`src/rtl/uart_master_bridge.sv`:
```
// UART-to-bus master bridge: 4-byte request packets in, read data byte out.
// Contains the 8N1 uart it drives.
module uart #(
    parameter int CLOCKS_PER_PULSE = 5208,
    parameter int TX_DATA_WIDTH    = 8,
    parameter int RX_DATA_WIDTH    = 8
) (
    input  logic                     clk,
    input  logic                     rstn,
    input  logic [TX_DATA_WIDTH-1:0] data_input,
    input  logic                     data_en,
    output logic                     tx_busy,
    output logic                     u_tx,
    input  logic                     u_rx,
    output logic                     ready,
    output logic [RX_DATA_WIDTH-1:0] u_dout
);
    localparam int CW = $clog2(CLOCKS_PER_PULSE + 1);
    localparam int TLW = $clog2(TX_DATA_WIDTH + 2);
    localparam int RLW = $clog2(RX_DATA_WIDTH + 1);
    localparam logic [CW-1:0] BIT_LAST = CW'(CLOCKS_PER_PULSE - 1);
    localparam logic [CW-1:0] HALF = CW'(CLOCKS_PER_PULSE / 2 - 1);

    typedef enum logic [1:0] {R_IDLE, R_START, R_DATA, R_STOP} rx_state_t;

    logic [TX_DATA_WIDTH:0]   tx_sh;
    logic [CW-1:0]            tx_cnt;
    logic [TLW-1:0]           tx_left;
    rx_state_t                rx_state;
    logic                     rx_meta;
    logic                     rx_s;
    logic [RX_DATA_WIDTH-1:0] rx_sh;
    logic [CW-1:0]            rx_cnt;
    logic [RLW-1:0]           rx_left;

    // Start bit goes out on load; stop bit is the 1 shifted in behind the data.
    always_ff @(posedge clk) begin
        if (!rstn) begin
            tx_busy <= 1'b0;
            u_tx    <= 1'b1;
            tx_sh   <= '1;
            tx_cnt  <= '0;
            tx_left <= '0;
        end else if (!tx_busy) begin
            if (data_en) begin
                tx_busy <= 1'b1;
                u_tx    <= 1'b0;
                tx_sh   <= {1'b1, data_input};
                tx_cnt  <= '0;
                tx_left <= TLW'(TX_DATA_WIDTH + 1);
            end
        end else if (tx_cnt == BIT_LAST) begin
            tx_cnt <= '0;
            if (tx_left == '0) begin
                tx_busy <= 1'b0;
            end else begin
                u_tx    <= tx_sh[0];
                tx_sh   <= {1'b1, tx_sh[TX_DATA_WIDTH:1]};
                tx_left <= tx_left - 1'b1;
            end
        end else begin
            tx_cnt <= tx_cnt + 1'b1;
        end
    end

    // ready holds high after a good byte and drops at the next start bit.
    always_ff @(posedge clk) begin
        if (!rstn) begin
            rx_meta  <= 1'b1;
            rx_s     <= 1'b1;
            rx_state <= R_IDLE;
            rx_sh    <= '0;
            rx_cnt   <= '0;
            rx_left  <= '0;
            ready    <= 1'b0;
            u_dout   <= '0;
        end else begin
            rx_meta <= u_rx;
            rx_s    <= rx_meta;
            unique case (rx_state)
                R_IDLE: begin
                    if (!rx_s) begin
                        ready    <= 1'b0;
                        rx_cnt   <= '0;
                        rx_state <= R_START;
                    end
                end
                R_START: begin
                    if (rx_cnt == HALF) begin
                        rx_cnt   <= '0;
                        rx_left  <= RLW'(RX_DATA_WIDTH);
                        rx_state <= rx_s ? R_IDLE : R_DATA;
                    end else begin
                        rx_cnt <= rx_cnt + 1'b1;
                    end
                end
                R_DATA: begin
                    if (rx_cnt == BIT_LAST) begin
                        rx_cnt  <= '0;
                        rx_sh   <= {rx_s, rx_sh[RX_DATA_WIDTH-1:1]};
                        rx_left <= rx_left - 1'b1;
                        if (rx_left == RLW'(1)) rx_state <= R_STOP;
                    end else begin
                        rx_cnt <= rx_cnt + 1'b1;
                    end
                end
                R_STOP: begin
                    if (rx_cnt == BIT_LAST) begin
                        rx_cnt   <= '0;
                        rx_state <= R_IDLE;
                        if (rx_s) begin
                            u_dout <= rx_sh;
                            ready  <= 1'b1;
                        end
                    end else begin
                        rx_cnt <= rx_cnt + 1'b1;
                    end
                end
                default: rx_state <= R_IDLE;
            endcase
        end
    end
endmodule

module uart_master_bridge #(
    parameter int DATA_WIDTH            = 8,
    parameter int ADDR_WIDTH            = 12,
    parameter int DEV_ADDR_WIDTH        = 4,
    parameter int UART_CLOCKS_PER_PULSE = 5208,
    parameter int BYTE_TIMEOUT          = 200000
) (
    input  logic                      clk,
    input  logic                      rstn,
    input  logic                      u_rx,
    output logic                      u_tx,
    output logic                      m_req,
    output logic                      m_mode,
    output logic [DEV_ADDR_WIDTH-1:0] m_dev,
    output logic [ADDR_WIDTH-1:0]     m_addr,
    output logic [DATA_WIDTH-1:0]     m_wdata,
    input  logic                      m_done,
    input  logic                      m_rvalid,
    input  logic [DATA_WIDTH-1:0]     m_rdata,
    output logic                      busy,
    output logic                      pkt_drop
);
    localparam int TW = $clog2(BYTE_TIMEOUT + 1);
    localparam logic [TW-1:0] TO_LAST = TW'(BYTE_TIMEOUT - 1);

    typedef enum logic [1:0] {COLLECT, REQ, RESP} state_t;

    state_t                state;
    logic [1:0]            byte_cnt;
    logic [23:0]           pkt_lo;
    logic [31:0]           pkt;
    logic [TW-1:0]         timer;
    logic [DATA_WIDTH-1:0] rdata_q;
    logic                  ready_q;
    logic                  arrival;
    logic                  data_en;
    logic [7:0]            data_input;
    logic                  tx_busy;
    logic                  ready;
    logic [7:0]            u_dout;

    uart #(
        .CLOCKS_PER_PULSE(UART_CLOCKS_PER_PULSE),
        .TX_DATA_WIDTH   (8),
        .RX_DATA_WIDTH   (8)
    ) u_uart (
        .clk       (clk),
        .rstn      (rstn),
        .data_input(data_input),
        .data_en   (data_en),
        .tx_busy   (tx_busy),
        .u_tx      (u_tx),
        .u_rx      (u_rx),
        .ready     (ready),
        .u_dout    (u_dout)
    );

    assign arrival = ready & ~ready_q;
    assign pkt     = {u_dout, pkt_lo};
    assign busy    = (state != COLLECT);

    always_ff @(posedge clk) begin
        if (!rstn) begin
            state      <= COLLECT;
            byte_cnt   <= '0;
            pkt_lo     <= '0;
            timer      <= '0;
            rdata_q    <= '0;
            ready_q    <= 1'b1;
            data_en    <= 1'b0;
            data_input <= '0;
            m_req      <= 1'b0;
            m_mode     <= 1'b0;
            m_dev      <= '0;
            m_addr     <= '0;
            m_wdata    <= '0;
            pkt_drop   <= 1'b0;
        end else begin
            ready_q  <= ready;
            pkt_drop <= 1'b0;
            data_en  <= 1'b0;
            unique case (state)
                COLLECT: begin
                    if (arrival) begin
                        timer <= '0;
                        unique case (byte_cnt)
                            2'd0: pkt_lo[7:0]   <= u_dout;
                            2'd1: pkt_lo[15:8]  <= u_dout;
                            2'd2: pkt_lo[23:16] <= u_dout;
                            default: ;
                        endcase
                        byte_cnt <= byte_cnt + 1'b1;
                        if (byte_cnt == 2'd3) begin
                            m_addr  <= pkt[ADDR_WIDTH-1:0];
                            m_dev   <= pkt[ADDR_WIDTH +: DEV_ADDR_WIDTH];
                            m_wdata <= pkt[16 +: DATA_WIDTH];
                            m_mode  <= pkt[24];
                            m_req   <= 1'b1;
                            state   <= REQ;
                        end
                    end else if (byte_cnt != 2'd0) begin
                        if (timer == TO_LAST) begin
                            timer    <= '0;
                            byte_cnt <= '0;
                            pkt_drop <= 1'b1;
                        end else begin
                            timer <= timer + 1'b1;
                        end
                    end
                end
                REQ: begin
                    if (arrival) pkt_drop <= 1'b1;
                    if (m_mode && m_done) begin
                        m_req <= 1'b0;
                        state <= COLLECT;
                    end else if (!m_mode && m_rvalid) begin
                        rdata_q <= m_rdata;
                        m_req   <= 1'b0;
                        state   <= RESP;
                    end
                end
                RESP: begin
                    if (arrival) pkt_drop <= 1'b1;
                    if (!tx_busy && !data_en) begin
                        data_en    <= 1'b1;
                        data_input <= rdata_q[7:0];
                        state      <= COLLECT;
                    end
                end
                default: state <= COLLECT;
            endcase
        end
    end
endmodule

```
`config.mk`:
```
export PLATFORM = sky130hd
export DESIGN_NAME = uart_master_bridge
export DESIGN_NICKNAME = d
export VERILOG_FILES = /design/src/rtl/uart_master_bridge.sv
export SDC_FILE = /design/constraint.sdc
export NUM_CORES = 1
export LEC_CHECK = 0
export ABC_AREA = 1
export ABC_CLOCK_PERIOD_IN_PS = 3900
export BUFFER_PORTS_ARGS = -buffer_cell sky130_fd_sc_hd__buf_2
export CAP_MARGIN = 0
export CELL_PAD_IN_SITES_DETAIL_PLACEMENT = 2
export CELL_PAD_IN_SITES_GLOBAL_PLACEMENT = 2
export CORE_MARGIN = 3
export CORE_UTILIZATION = 38
export CTS_BUF_LIST = sky130_fd_sc_hd__clkbuf_16
export CTS_CLUSTER_SIZE = 28
export DETAILED_ROUTE_END_ITERATION = 8
export PLACE_DENSITY_LB_ADDON = 0.1
export SLEW_MARGIN = 20
export SYNTH_ARGS = -nofsm -noshare
export SYNTH_HDL_FRONTEND = slang
export SYNTH_HIERARCHICAL = 1
export SYNTH_SLANG_ARGS = --single-unit
```
`constraint.sdc`:
```
create_clock -name clk -period 3.9 [get_ports clk]
set_clock_uncertainty 0.05 [all_clocks]
set_input_delay 0.195 -clock clk [delete_from_list [all_inputs] [get_ports clk]]
set_output_delay 0.195 -clock clk [all_outputs]
set_load 0.02 [all_outputs]
```
==> flow_summary_export.csv <==
group,metric,value,unit
worst_setup_path,r2r_slack,1250,ps
placed_design,hpwl,13.7,mm
clock_tree,clk_pin_slew,60,ps
clock_tree,root_buffer,"clkbuf_16",
grt,grt_usage,21.1,%
routing,ant_nets,0,
placed_design,gp_congestion,0.776,
clock_tree,htreeDepth,4,
synth,synth_mux_area_share,0.713,%
routing,vias,6550,
die,dieArea,20100,sq um
worst_setup_path,critPathRequiredTime,4140,ps
finish,drive_gt1_share,10.8,%
finish,antenna_cells,0,
synth,avgSynthCellArea,7.21,sq um
worst_setup_path,start_kind,"flip-flop",
finish,final_util,43.9,%
synth,yosys.area.top_type,"dfxtp_1",
synth,synth-seq-cells,156,
worst_setup_path,critPathLaunch,"state[0]$_SDFFE_PN0P_",
synth,yosys.area_share.simple,29.0,%
timing,grt_setup_unrepaired,"no",
worst_setup_path,arrival,2890,ps
min_path,hp-start,"m_rdata[0]",
finish,area_growth,13.0,%
run,maxCapViolations,0,
synth,synth_compound_area_share,14.2,%
clock_tree,cts_buffers,17,
routing,wl_per_cell,16.5,microns
run_status,status,"complete, no violations",
die,die_w,142,microns
die,io_pins,42,
clock_tree,clk-insertion-delay-late,420,ps
routing,drc,0,
synth,synth_top_family_by_area,"simple AND/OR/NAND/NOR gates",
synth,seq_area_frac_synth,44.5,%
die,rows,49,
power,powerDensity,419,nW/um^2
routing,wirelength,20.6,mm
timing,max_freq,0.378,GHz
synth,synth_edf_count,0,
grt,gr-total-overflow,0,
power,ir_drop,0.258,mV
synth,post-synth-top-count-cell,"nand2_1",
timing,setup_viol,0,
routing,drt_iter0_markers,244,
grt,grt_pass1_wl,35.1,mm
min_path,hold_class,"primary input to flip-flop",
timing,min_period,2650,ps
worst_setup_path,path_max_fanout,26,
clock_tree,cts.path.max_buffers,2,
timing,finalSetupTns,0,ps
synth,synthDistinctLibCells,37,
synth,ys_top_cells_by_count,"nand2_1, dfxtp_1, nor2_1",
timing,hold_viol,0,
timing,drv_slew,0,
synth,synth-main-ff-cell,"dfxtp_1",
synth,syn_area,7020,sq um
finish,final.fill_count,2166,
die,die_h,142,microns
synth,yosysTopAreaCellShare,44.5,%
clock_tree,cts_setup_buffers,0,
routing,vias_per_cell,5.27,
synth,yosys_warnings,6,
power,power_leakage,3.22,nW
timing,slew_headroom,36.5,%
timing,tightest_slew,950,ps
grt,grt_max_degree,47,
synth,syn_nets,1001,
routing,first_pass_iters,4,
synth,synth_cells,974,
die,start_util,38.8,%
synth,synthArstFlopShare,0,%
grt,antenna_found_initial,0,
timing,fin_crit_sh,67.8,%
synth,synth_adder_area_share,2.50,%
die,fp.coreArea,18100,sq um
grt,grt_pass1_vias,6959,
clock_tree,cts_sinks,156,
synth,synthTopCellsByArea,"dfxtp_1, nand2_1, nor2_1",
worst_setup_path,reg2reg_from,"state[0]$_SDFFE_PN0P_",
synth,synth_xor_area_share,0.998,%
finish,nets,1030,
placed_design,portBuffers,41,
worst_setup_path,endpoint_kind,"flip-flop",
clock_tree,cts_tree,"built",
worst_setup_path,crit_type,"flip-flop to flip-flop",
==> routing by layer <==
layer	vias to the layer above	wire, microns	global-route usage, %
li1	3264	-	-
met1	3226	9770	27.4
met2	46	10300	37.2
met3	14	329	3.10
met4	0	174	5.10
met5	-	0	0
==> logic make-up after synthesis <==
kind of cell,Yosys count
compound gates,190
xor+xnor,8
fa+ha+maj,14
buf+inv,137
flops,156
mux,5
simple gates,464
==> area by class of cell <==
class                      instances  area, sq um  area share, %
multi-input combinational        681         3330           42.0
inverter                          99          372           4.69
clock inverter                    14          134           1.69
clock buffer                      17          425           5.36
timing repair buffer              48          260           3.28
tap                              229          287           3.61
sequential                       156         3120           39.4
==> worst max-delay path, stage by stage (launching register included) <==
cell and delay, ps:
dfxtp_1 340, inv_1 110, ha_1 310, inv_2 80, nor3_4 800, inv_2 440, o21ai_0 320, a21oi_1 70
==> placed cells by master (no fill, tap or decap), types with 6 or more instances in the layout <==
master	n
dfxtp_1	156
buf_4	6
clkbuf_16	17
nor3_1	14
nand2_1	180
nand2_2	8
a21oi_1	95
buf_2	41
nand3_1	94
inv_1	92
nand4_1	22
nor2_1	129
o211ai_1	6
xor2_1	6
inv_2	10
ha_1	14
o21ai_0	71
==> path summary, 6_finish.rpt <==
kind | endpoint | cells after the start
hold reg to reg | u_uart/rx_s$_SDFF_PN1_ | 1
hold / removal | rdata_q[0]$_SDFFE_PN0P_ | 3
setup / recovery | m_mode$_SDFFE_PN0P_ | 7
setup reg to reg | m_mode$_SDFFE_PN0P_ | 7
==> stage by stage <==
step                      cell area [sq um]  setup slack, ps  instances  hold slack [ps]  power (mW)
after detailed placement               7360             1300       1212              335        1.77
after global placement                 7360             1430       1212              333        1.77
after CTS                              7930             1210       1244             12.3        3.37
after floorplan                        7020             2290        974              252        1.73
after global routing                   7930              996       1244             52.8        3.46
final                                  7930             1250       1244             31.7        3.33
==> sequential cells by signal, summed over array words and instances, names as in the netlist, 4 cells and up, named ones only <==
register / cells
pkt_lo: 24
timer: 18
u_uart/rx_cnt: 13
u_uart/tx_cnt: 13
m_addr: 12
data_input: 8
m_wdata: 8
rdata_q: 8
u_uart/rx_sh: 8
u_uart/tx_sh: 8
u_uart/u_dout: 8
m_dev: 4
u_uart/rx_left: 4
u_uart/tx_left: 4
==> report_power, final <==
group / internal, mW / switching, mW
combinational: 0.0324 / 0.0942
clock: 0.928 / 0.662
sequential: 1.60 / 0.00854
total: 2.56 / 0.765
==> repair_timing <==
item	in CTS	in global routing
endpoints found under the hold margin	1	0
gates resized for setup	0	0
hold buffers	1	0
Power figures use the tool's default switching activity.
